**config.mk**
```make
export PLATFORM = sky130hd
export DESIGN_NAME = dma_dev_buffer
export DESIGN_NICKNAME = d
export VERILOG_FILES = /design/src/rtl/dma_dev_buffer.sv
export SDC_FILE = /design/constraint.sdc
export NUM_CORES = 1
export LEC_CHECK = 0
export ABC_AREA = 1
export CORE_ASPECT_RATIO = 0.9
export CORE_MARGIN = 2
export CORE_UTILIZATION = 30
export CTS_BUF_LIST = sky130_fd_sc_hd__clkbuf_4 sky130_fd_sc_hd__clkbuf_8
export DETAILED_ROUTE_END_ITERATION = 8
export HOLD_SLACK_MARGIN = 0.1
export PLACE_DENSITY = 0.49
export SKIP_LAST_GASP = 1
export SYNTH_ARGS = -nofsm -noshare
export SYNTH_HDL_FRONTEND = slang
export SYNTH_SLANG_ARGS = --single-unit
```
**constraint.sdc**
```tcl
create_clock -name clk -period 3.5 [get_ports clk]
set_input_delay 0.525 -clock clk [delete_from_list [all_inputs] [get_ports clk]]
set_output_delay 0.525 -clock clk [all_outputs]
set_load 0.01 [all_outputs]
```
**src/rtl/dma_dev_buffer.sv**
```systemverilog
// Device-side RX/TX word buffer between a peripheral and the DMA controller.
// Ports: clk/rst, dir/flush/clear_err, RX strobe in, TX valid/ready out, DMA side, errors, counts.
module dma_dev_buffer #(
  parameter int DW    = 32,
  parameter int DEPTH = 8,
  parameter int AW    = 3
) (
  input  logic          clk,
  input  logic          rst,
  input  logic          dir,
  input  logic          flush,
  input  logic          clear_err,
  input  logic          rx_strobe,
  input  logic [DW-1:0] rx_data,
  output logic          tx_valid,
  output logic [DW-1:0] tx_data,
  input  logic          tx_ready,
  output logic          dev_rdy,
  output logic [DW-1:0] dev_wdata,
  input  logic          dma_rcv,
  input  logic          dma_txd,
  input  logic [DW-1:0] dev_rdata,
  output logic          error1,
  output logic          error2,
  output logic [AW:0]   rx_count,
  output logic [AW:0]   tx_count
);

  localparam logic [AW:0]   FULL = (AW+1)'(DEPTH);
  localparam logic [AW:0]   ONE  = (AW+1)'(1);
  localparam logic [AW-1:0] PINC = AW'(1);

  logic [DW-1:0] rx_mem [DEPTH];
  logic [DW-1:0] tx_mem [DEPTH];
  logic [AW-1:0] rx_wptr, rx_rptr;
  logic [AW-1:0] tx_wptr, tx_rptr;
  logic          push_pend;

  logic rx_full, rx_empty, tx_full, tx_empty;
  logic rx_push, rx_pop, tx_push, tx_pop;
  logic set_e1, set_e2;
  logic [AW+1:0] tx_resv;

  assign rx_full  = rx_count == FULL;
  assign rx_empty = rx_count == '0;
  assign tx_full  = tx_count == FULL;
  assign tx_empty = tx_count == '0;

  // A full RX rejects the push but still lets the pop retire the head.
  assign rx_push = rx_strobe & ~rx_full;
  assign rx_pop  = dma_rcv & ~rx_empty;
  assign tx_push = push_pend & ~tx_full;
  assign tx_pop  = tx_valid & tx_ready;

  assign set_e1 = rx_strobe & rx_full;
  assign set_e2 = (dma_rcv & rx_empty) | (push_pend & tx_full);

  // The word announced last cycle already owns a slot.
  assign tx_resv = {1'b0, tx_count} + {{(AW+1){1'b0}}, push_pend};

  assign dev_rdy   = dir ? (tx_resv < {1'b0, FULL}) : ~rx_empty;
  assign dev_wdata = rx_empty ? '0 : rx_mem[rx_rptr];
  assign tx_valid  = ~tx_empty;
  assign tx_data   = tx_empty ? '0 : tx_mem[tx_rptr];

  always_ff @(posedge clk) begin
    if (rx_push) rx_mem[rx_wptr] <= rx_data;
    if (tx_push) tx_mem[tx_wptr] <= dev_rdata;
  end

  always_ff @(posedge clk) begin
    if (rst || flush) begin
      rx_wptr   <= '0;
      rx_rptr   <= '0;
      rx_count  <= '0;
      tx_wptr   <= '0;
      tx_rptr   <= '0;
      tx_count  <= '0;
      push_pend <= 1'b0;
    end else begin
      push_pend <= dma_txd & dev_rdy & dir;
      if (rx_push) rx_wptr <= rx_wptr + PINC;
      if (rx_pop)  rx_rptr <= rx_rptr + PINC;
      if (rx_push && !rx_pop) rx_count <= rx_count + ONE;
      else if (!rx_push && rx_pop) rx_count <= rx_count - ONE;
      if (tx_push) tx_wptr <= tx_wptr + PINC;
      if (tx_pop)  tx_rptr <= tx_rptr + PINC;
      if (tx_push && !tx_pop) tx_count <= tx_count + ONE;
      else if (!tx_push && tx_pop) tx_count <= tx_count - ONE;
    end
  end

  // A new error event in the same cycle as clear_err keeps the flag set.
  always_ff @(posedge clk) begin
    if (rst) begin
      error1 <= 1'b0;
      error2 <= 1'b0;
    end else begin
      error1 <= set_e1 | (error1 & ~clear_err);
      error2 <= set_e2 | (error2 & ~clear_err);
    end
  end

endmodule

```
==> results.txt, run 1 <==
- The flow ran to the end, and the final reports show no timing, DRC or antenna violations.
* Pint: 10.72 mW
- Combinational power share: 9.8%
- Reported net switching power: 3.459 mW
- Non-filler instance count after layout: 3055
- In this run the remaining antenna-violating nets after routing total 0.
* Cell taking the most area after synthesis: edfxtp_1
- Of the post-synthesis cell area, the dominant cell type holds 70.42%.
- The die is 259.9 microns tall.
* Number of sinks on the clock net: 541
- The slowest stage of the critical path belongs to the cell clkdlybuf4s50_1.
* Total chip power: 14.18 mW
- First drt pass iteration count: 7
* Maximum clock path buffer count: 3
- Nets@finish: 2116
- Width of the die: 288.4 microns
- Counting tap cells, the placed design contains a total of 2874 instances.
- Path class of the lowest-slack min-delay path: in -> reg
- WHS: 0.4038 ns
* CTS Buf Count: 94
- Layout cells sized above 1: 11.79%
* Area Growth Syn to Fin: 21.05%
- Power per cell area: 536.4 nW/um^2
- Number of buffer cells added on primary ports: 148
- F_max: 0.3023 GHz
- In this run the cell area of the synthesized design comes to 21830 sq um.
- Detailed Route Iter0 Violations: 930
- Clock-pin slew was measured on the worst setup and hold paths at 0.06 ns.
- Total global routing overflow: 0
- Sum of routed wire length over all layers: 55220 microns
- Number of enable flip-flop cells after synthesis: 512
- Across every metal layer, demand over resource in global routing totals 14.47%.
* Ordered cell list for the critical path: buf_16 -> o21ai_0 -> o21ai_0 -> nor2_1 -> nor2_1 -> clkdlybuf4s50_1
- Core Rows: 93
- Mean instance size in the synthesized netlist: 11.85 sq um
- Headroom to the max-slew limit came out at 56.32%.
- The initial utilization of the core area, before any placement, comes to 30.41%.
* Via density per instance: 4.627
- Critical path arrival: 2.78 ns
- Proportion of total power due to net switching: 24.40%
- Pin placement for this block handled 149 I/O pins.
- For this run, the leading register cell type out of synthesis is edfxtp_1.
- Final setup violation count: 0
- Max capacitance violation total: 0
- Clock skew on the completed layout was measured at 0.04804 ns.
- Synthesis warning total: 0
- OpenSTA, run right after detailed placement, puts the worst setup slack at 0.7166 ns.
- The share of total power dissipated in sequential elements is 50.8%.
- Setup slack on the critical path of the routed design comes to 0.1926 ns.
- The setup path with the least slack is of type reg -> out.
- Post-DP HPWL: 28550 microns
* Data required time of the critical path: 2.97 ns
- Post-Syn Nets: 1928
- The via count of the first global-routing pass is 14208.
* Share of power burned in the clock network: 39.4%
- Entering global routing, the biggest net connects 97 pins.
* Leakage Power: 8.854 nW
- Highest net fanout along the worst path: 96
* Routability cong.: 0.7114
- The initial antenna violation count is 2.
* Clock latency at the later pin of the worst-skew pair: 0.67 ns
- Wire per inst: 18.07 microns
* Register area share after synthesis: 73.08%
* Share of async-settable or async-resettable flops after synthesis: 0%
- The number of hold buffers added after CTS was 0.
- In this design, the stage delay of the slowest critical-path cell is 0.59 ns.
- Critical path launch point type: flop
* Cell count after synthesis: 1843
- By area the synthesized netlist is led by edfxtp_1 (70%), nor2_1 (10%), o21ai_0 (6.4%), dfxtp_1 (2.7%), nand2_1 (2.0%).
- Across the VDD grid, the largest voltage drop is 0.2751 mV.
- Root Buffer: clkbuf_8
- Nature of the critical path endpoint: primary output
- Core region area: 71800 sq um
- Area of the die: 74950 sq um
- #FFs+latches synth: 541
* Slew at the pin closest to its max-slew limit: 0.6553 ns
- Clock period minus worst slack: 3.307 ns
- The final number of max-transition violations is 0.
- The total count of hold-check failures in the final report came to 0.
- In the routed design, unresolved DRC markers number 0.
* Maximum level of the CTS H-tree: 3
* CTS tree: yes
- After layout, the worst path uses 94.50% of the clock period.
- Wire length of the first global-routing pass: 82970 microns
- Final Util: 36.81%
- Vias after detailed routing: 14134
- Netlist cell types: 26
-- power groups by stage --
stage          Combinational, mW  Sequential (mW)  Clock [mW]
2_1_floorplan              0.687             7.34           0
3_3_place_gp                1.38             7.34           0
3_5_place_dp                1.39             7.34           0
4_1_cts                     1.40             7.21        5.77
5_1_grt                     1.55             7.21        6.04
6_report                    1.39             7.21        5.58
-- metal layers --
| layer | vias up | wire length, microns | share of wire [%] | GRT usage [%] |
|---|---|---|---|---|
| li1 | 6825 | - | - | - |
| met1 | 6942 | 25510 | 46 | 19.27 |
| met2 | 267 | 26120 | 47 | 23.77 |
| met3 | 98 | 2384 | 4.3 | 2.930 |
| met4 | 2 | 1189 | 2.2 | 4.419 |
| met5 | - | 10 | 0.018 | 0 |
-- through the flow --
step | TNS (ns) | cell area [sq um]
final | 0 | 26430
after global routing | -0.006496 | 26430
after CTS | 0 | 26290
after detailed placement | 0 | 24420
after global placement | 0 | 24420
after floorplan | 0 | 21830
-- synthesized netlist by cell type, types with 8 or more instances --
master and number:
ha_1 10, clkbuf_1 39, nand3_1 74, dfxtp_1 29
buf_4 14, inv_1 27, nor2_2 14, o21ai_0 279
buf_2 26, edfxtp_1 512, nand2_1 116, xor2_1 8
buf_6 11, o21ai_1 48, nor2_1 586, a21oi_1 21
-- state kept, by name, summed over array words and instances (netlist names), named ones only --
| register | count |
|---|---|
| tx_wptr | 3 |
| rx_rptr | 3 |
| rx_wptr | 3 |
| error2 | 1 |
| rx_count | 4 |
| error1 | 1 |
| tx_count | 4 |
| tx_rptr | 3 |
| rx_mem | 256 |
| tx_mem | 256 |
| push_pend | 1 |
-- cells by family after synthesis --
logic type	after synthesis	share of synthesized area, %
buf+inv	134	3.376
compound gates	348	7.978
flops	541	73.08
xor+xnor	8	0.3209
simple gates	800	14.49
fa+ha+maj	12	0.7565
-- what timing repair did --
| action | CTS | global route |
|---|---|---|
| setup endpoints to repair | 4 | 50 |
| setup buffers | 4 | 5 |
| pin swaps | 0 | 0 |
| resized for setup | 4 | 10 |
| cloned | 0 | 2 |
-- cells in the final DEF (no fill, tap or decap), types with 3 or more instances in the layout --
cell type          n
a21oi_1           21
buf_12             8
buf_16             3
buf_4             33
clkbuf_4          34
clkbuf_8          95
clkdlybuf4s50_1  148
clkinv_1          18
clkinv_2          12
clkinvlp_4         7
dfxtp_1           23
dfxtp_2            4
edfxtp_1         512
ha_1              10
inv_1             25
nand2_1          116
nand3_1           74
nand4_1            3
nor2_1           569
nor2_2            15
nor2_4            16
o21ai_0          279
o21ai_1           48
or2_2              4
xor2_1             8
-- final timing paths --
path / start / endpoint / slack (ns) / cells after the start
min reg2reg: error1 / error1 / 0.48 / 2
min: dma_txd / push_pend / 0.40 / 3
max reg2reg: rx_count[0] / rx_count[3] / 1.03 / 12
max: flop / tx_data[18] / 0.19 / 6
-- worst max-delay path: cells and delay by family (launching register included) --
| kind | cells | cell delay (ns) |
|---|---|---|
| AO/OA/AOI/OAI | 2 | 0.36 |
| buffers and inverters | 2 | 0.93 |
| flip-flops | 1 | 0.40 |
| AND/OR/NAND/NOR | 2 | 0.31 |
-- area by class of cell --
class                           count  area (sq um)
Fill cell                        6908         45370
Sequential cell                   541         15970
Multi-Input combinational cell   1168          5270
Timing Repair Buffer              197          2059
Clock buffer                      129          1563
Tap cell                          950          1189
Clock inverter                     40         255.2
Inverter                           29         121.4
Antenna cell                        1         2.502
Power figures use the tool's default switching activity.
==> inputs of run 2 (changes only) <==
--- a/config.mk
+++ b/config.mk
@@ -7,11 +7,11 @@
 export LEC_CHECK = 0
 export ABC_AREA = 1
 export CORE_ASPECT_RATIO = 0.9
-export CORE_MARGIN = 2
 export CORE_UTILIZATION = 30
 export CTS_BUF_LIST = sky130_fd_sc_hd__clkbuf_4 sky130_fd_sc_hd__clkbuf_8
 export DETAILED_ROUTE_END_ITERATION = 8
 export HOLD_SLACK_MARGIN = 0.1
+export MAX_ROUTING_LAYER = met4
 export PLACE_DENSITY = 0.49
 export SKIP_LAST_GASP = 1
 export SYNTH_ARGS = -nofsm -noshare
==> results.txt, run 2 (synthesis gave the netlist of run 1 again) <==
- Status: finished, final reports clean (unchanged).
- The highest clock frequency the design can meet is 0.3078 GHz (was 0.3023 GHz).
- The clock tree from TritonCTS is yes (unchanged).
- Beginning of the worst register-to-register path: tx_count[0] (was rx_count[0])
* Number of stages on the worst hold path: 2 (was 3)
- The final clock skew is 0.05612 ns (was 0.04804 ns).
* Width of the die: 286.4 microns (was 288.4 microns)
* Setup repair after global routing missed its margin: true
* Clock period minus worst slack: 3.249 ns (was 3.307 ns)
- The total routed wirelength came to 54660 microns (was 55220 microns).
* Number of buffers added to fix hold violations after cts: 0 (unchanged)
* Worst-path clk slew: 0.06 ns (about the same)
- Detailed Route Iter0 Violations: 703 (was 930)
- Top Registers: rx_mem x256, tx_mem x256 (unchanged)
* Ports placed on the boundary: 149 (unchanged)
- The data arrival time at the worst-slack endpoint was 2.72 ns (was 2.78 ns).
- The standard-cell row count came to 93 (unchanged).
- Fin Setup TNS: 0 ns (unchanged)
* Final setup violation count: 0 (unchanged)
- The number of search-and-repair iterations in the first detailed-routing pass was 6 (was 7).
- Maximum level of the CTS H-tree: 3 (unchanged)
- The max capacitance violation total is 0 (unchanged).
* Total global routing overflow: 0 (unchanged)
- Clock latency at the later pin of the worst-skew pair: 0.68 ns (was 0.67 ns)
- The most common cell after layout, fill and taps aside was nor2_1 (unchanged).
- The worst hold path endpoint is error1 (was push_pend).
* Area of the die: 73860 sq um (was 74950 sq um)
- The cell area power density was 536.6 nW/um^2 (was 536.4 nW/um^2).
- Non-filler instance count after layout: 3035 (was 3055)
- Slew at the pin closest to its max-slew limit: 0.6661 ns (was 0.6553 ns)
* Nature of the critical path endpoint: primary output (unchanged)
- Nets@finish: 2105 (was 2116)
- The final number of max-transition violations is 0 (unchanged).
* Path class of the lowest-slack min-delay path: in -> reg (unchanged)
- Highest net fanout along the worst path: 54 (was 96)
- Routability cong.: 0.7467 (was 0.7114)
- Number of cells in the design after placement: 2873 (was 2874)
- Max-slew headroom: 55.59% (was 56.32%)
- The worst IR drop on VDD came to 0.2920 mV (was 0.2751 mV).
- Data required time of the critical path: 2.97 ns (about the same)
- The height of the die was 257.9 microns (was 259.9 microns).
* Antenna violations before repair: 3 (was 2)
- Launch point of the worst hold path: rst (was dma_txd)
* Number of sinks on the clock net: 541 (unchanged)
- The share of layout cells above drive strength 1 is 11.19% (was 11.79%).
- The final HPWL from detailed placement is 27400 microns (was 28550 microns).
- The number of cells traversed by the worst register-to-register path is 13 (was 12).
- The buffer levels on the longest clock path was 3 (unchanged).
- The initial cell density of the core was 30.41% (unchanged).
* Critical path launch point type: flop (unchanged)
- The routed wirelength normalized by instance count was 18.01 microns (was 18.07 microns).
- Filler Cell Count: 6897 (was 6908)
- The startpoint-to-endpoint class of the critical path is reg -> out (unchanged).
- The cell at the root of the clock tree is clkbuf_8 (unchanged).
- Most used cells in the layout excluding fill and tap cells: nor2_1 (570), edfxtp_1 (512), o21ai_0 (279) (was nor2_1 (569), edfxtp_1 (512), o21ai_0 (279))
* CTS Buf Count: 91 (was 94)
- Endpoints failing hold: 0 (unchanged)
* Number of buffer cells added on primary ports: 148 (unchanged)
- Post-route DRC violation count: 0 (unchanged)
- Largest net degree at the start of global routing: 109 (was 97)
* Vias after detailed routing: 13995 (was 14134)
- The antenna violation net count after detailed routing came to 0 (unchanged).
* Leakage Power: 8.823 nW (was 8.854 nW)
- The average via count per standard cell is 4.611 (was 4.627).
- Total track usage: 15.07% (was 14.47%)
- The post-route clock period utilization came to 92.83% (was 94.50%).
* Worst r2r dst: tx_count[3] (was rx_count[3])
- Area Growth Syn to Fin: 20.88% (was 21.05%)
- The wire length of the first global-routing pass came to 82990 microns (was 82970 microns).
* Via count of the first global-routing pass: 14153 (was 14208)
- The setup slack of the most critical reg-to-reg path was 1.03 ns (about the same).
- The core box area is 71800 sq um (unchanged).
-- run 2: area by class of cell --
type,count,area (sq um),share of cell area (%)
repair buffers,189,2068,7.837
clock inverters,21,198.9,0.7538
well taps,950,1189,4.504
multi-input cells,1168,5260,19.93
inverters,29,111.4,0.4220
clock buffers,134,1588,6.016
diodes,3,7.507,0.02845
flip-flops and latches,541,15970,60.51
-- run 2: power breakdown --
group	switching (mW)	internal, mW	total [mW]
sequential	0.0399	7.17	7.21
clock	2.49	3.06	5.55
combinational	0.825	0.574	1.40
-- run 2: through the flow --
stage	setup WS, ns	utilization (%)	power, mW	cell area (sq um)	hold slack, ns
6_report	0.2511	36.76	14.16	26390	0.4650
3_5_place_dp	0.8049	34.14	8.742	24510	0.4693
4_1_cts	0.04142	36.63	14.37	26300	0.3946
5_1_grt	-0.0006726	36.76	14.77	26390	0.4091
2_1_floorplan	0.6425	-	8.027	21830	0.4576
3_3_place_gp	0.7994	34.14	8.732	24510	0.4641
-- run 2: how the worst max path moves through the flow --
| stage | start | to | slack [ns] | cells after the start |
|---|---|---|---|---|
| floorplan | tx_count[0] | tx_mem[0][0] | 0.64 | 5 |
| global placement | flop | dev_wdata[0] | 0.80 | 8 |
| detailed placement | flop | dev_wdata[0] | 0.80 | 7 |
| CTS | flop | dev_wdata[0] | 0.04 | 7 |
| global route | flop | dev_wdata[0] | -0.0007 | 6 |
| finish | flop | dev_wdata[0] | 0.25 | 7 |
-- run 2: timing repair --
item,in CTS,in global routing
gates resized for setup,0,2
endpoints found under the setup margin,0,7
setup buffers,0,2
endpoints found under the hold margin,0,0
-- run 2: critical path: stages (launching register included) --
cell and delay [ns]:
dfxtp_4 0.42, clkinv_2 0.17, buf_16 0.25, nor2_1 0.06
o21ai_0 0.21, nor2_1 0.06, nor2_1 0.24, clkdlybuf4s50_1 0.60
-- run 2: routing by layer --
metal / wire (microns) / GRT usage [%] / vias up
li1: - / - / 6792
met1: 25420 / 19.35 / 6849
met2: 25890 / 24.19 / 281
met3: 2356 / 2.880 / 73
met4: 996 / 4.397 / 0
met5: 0 / - / -
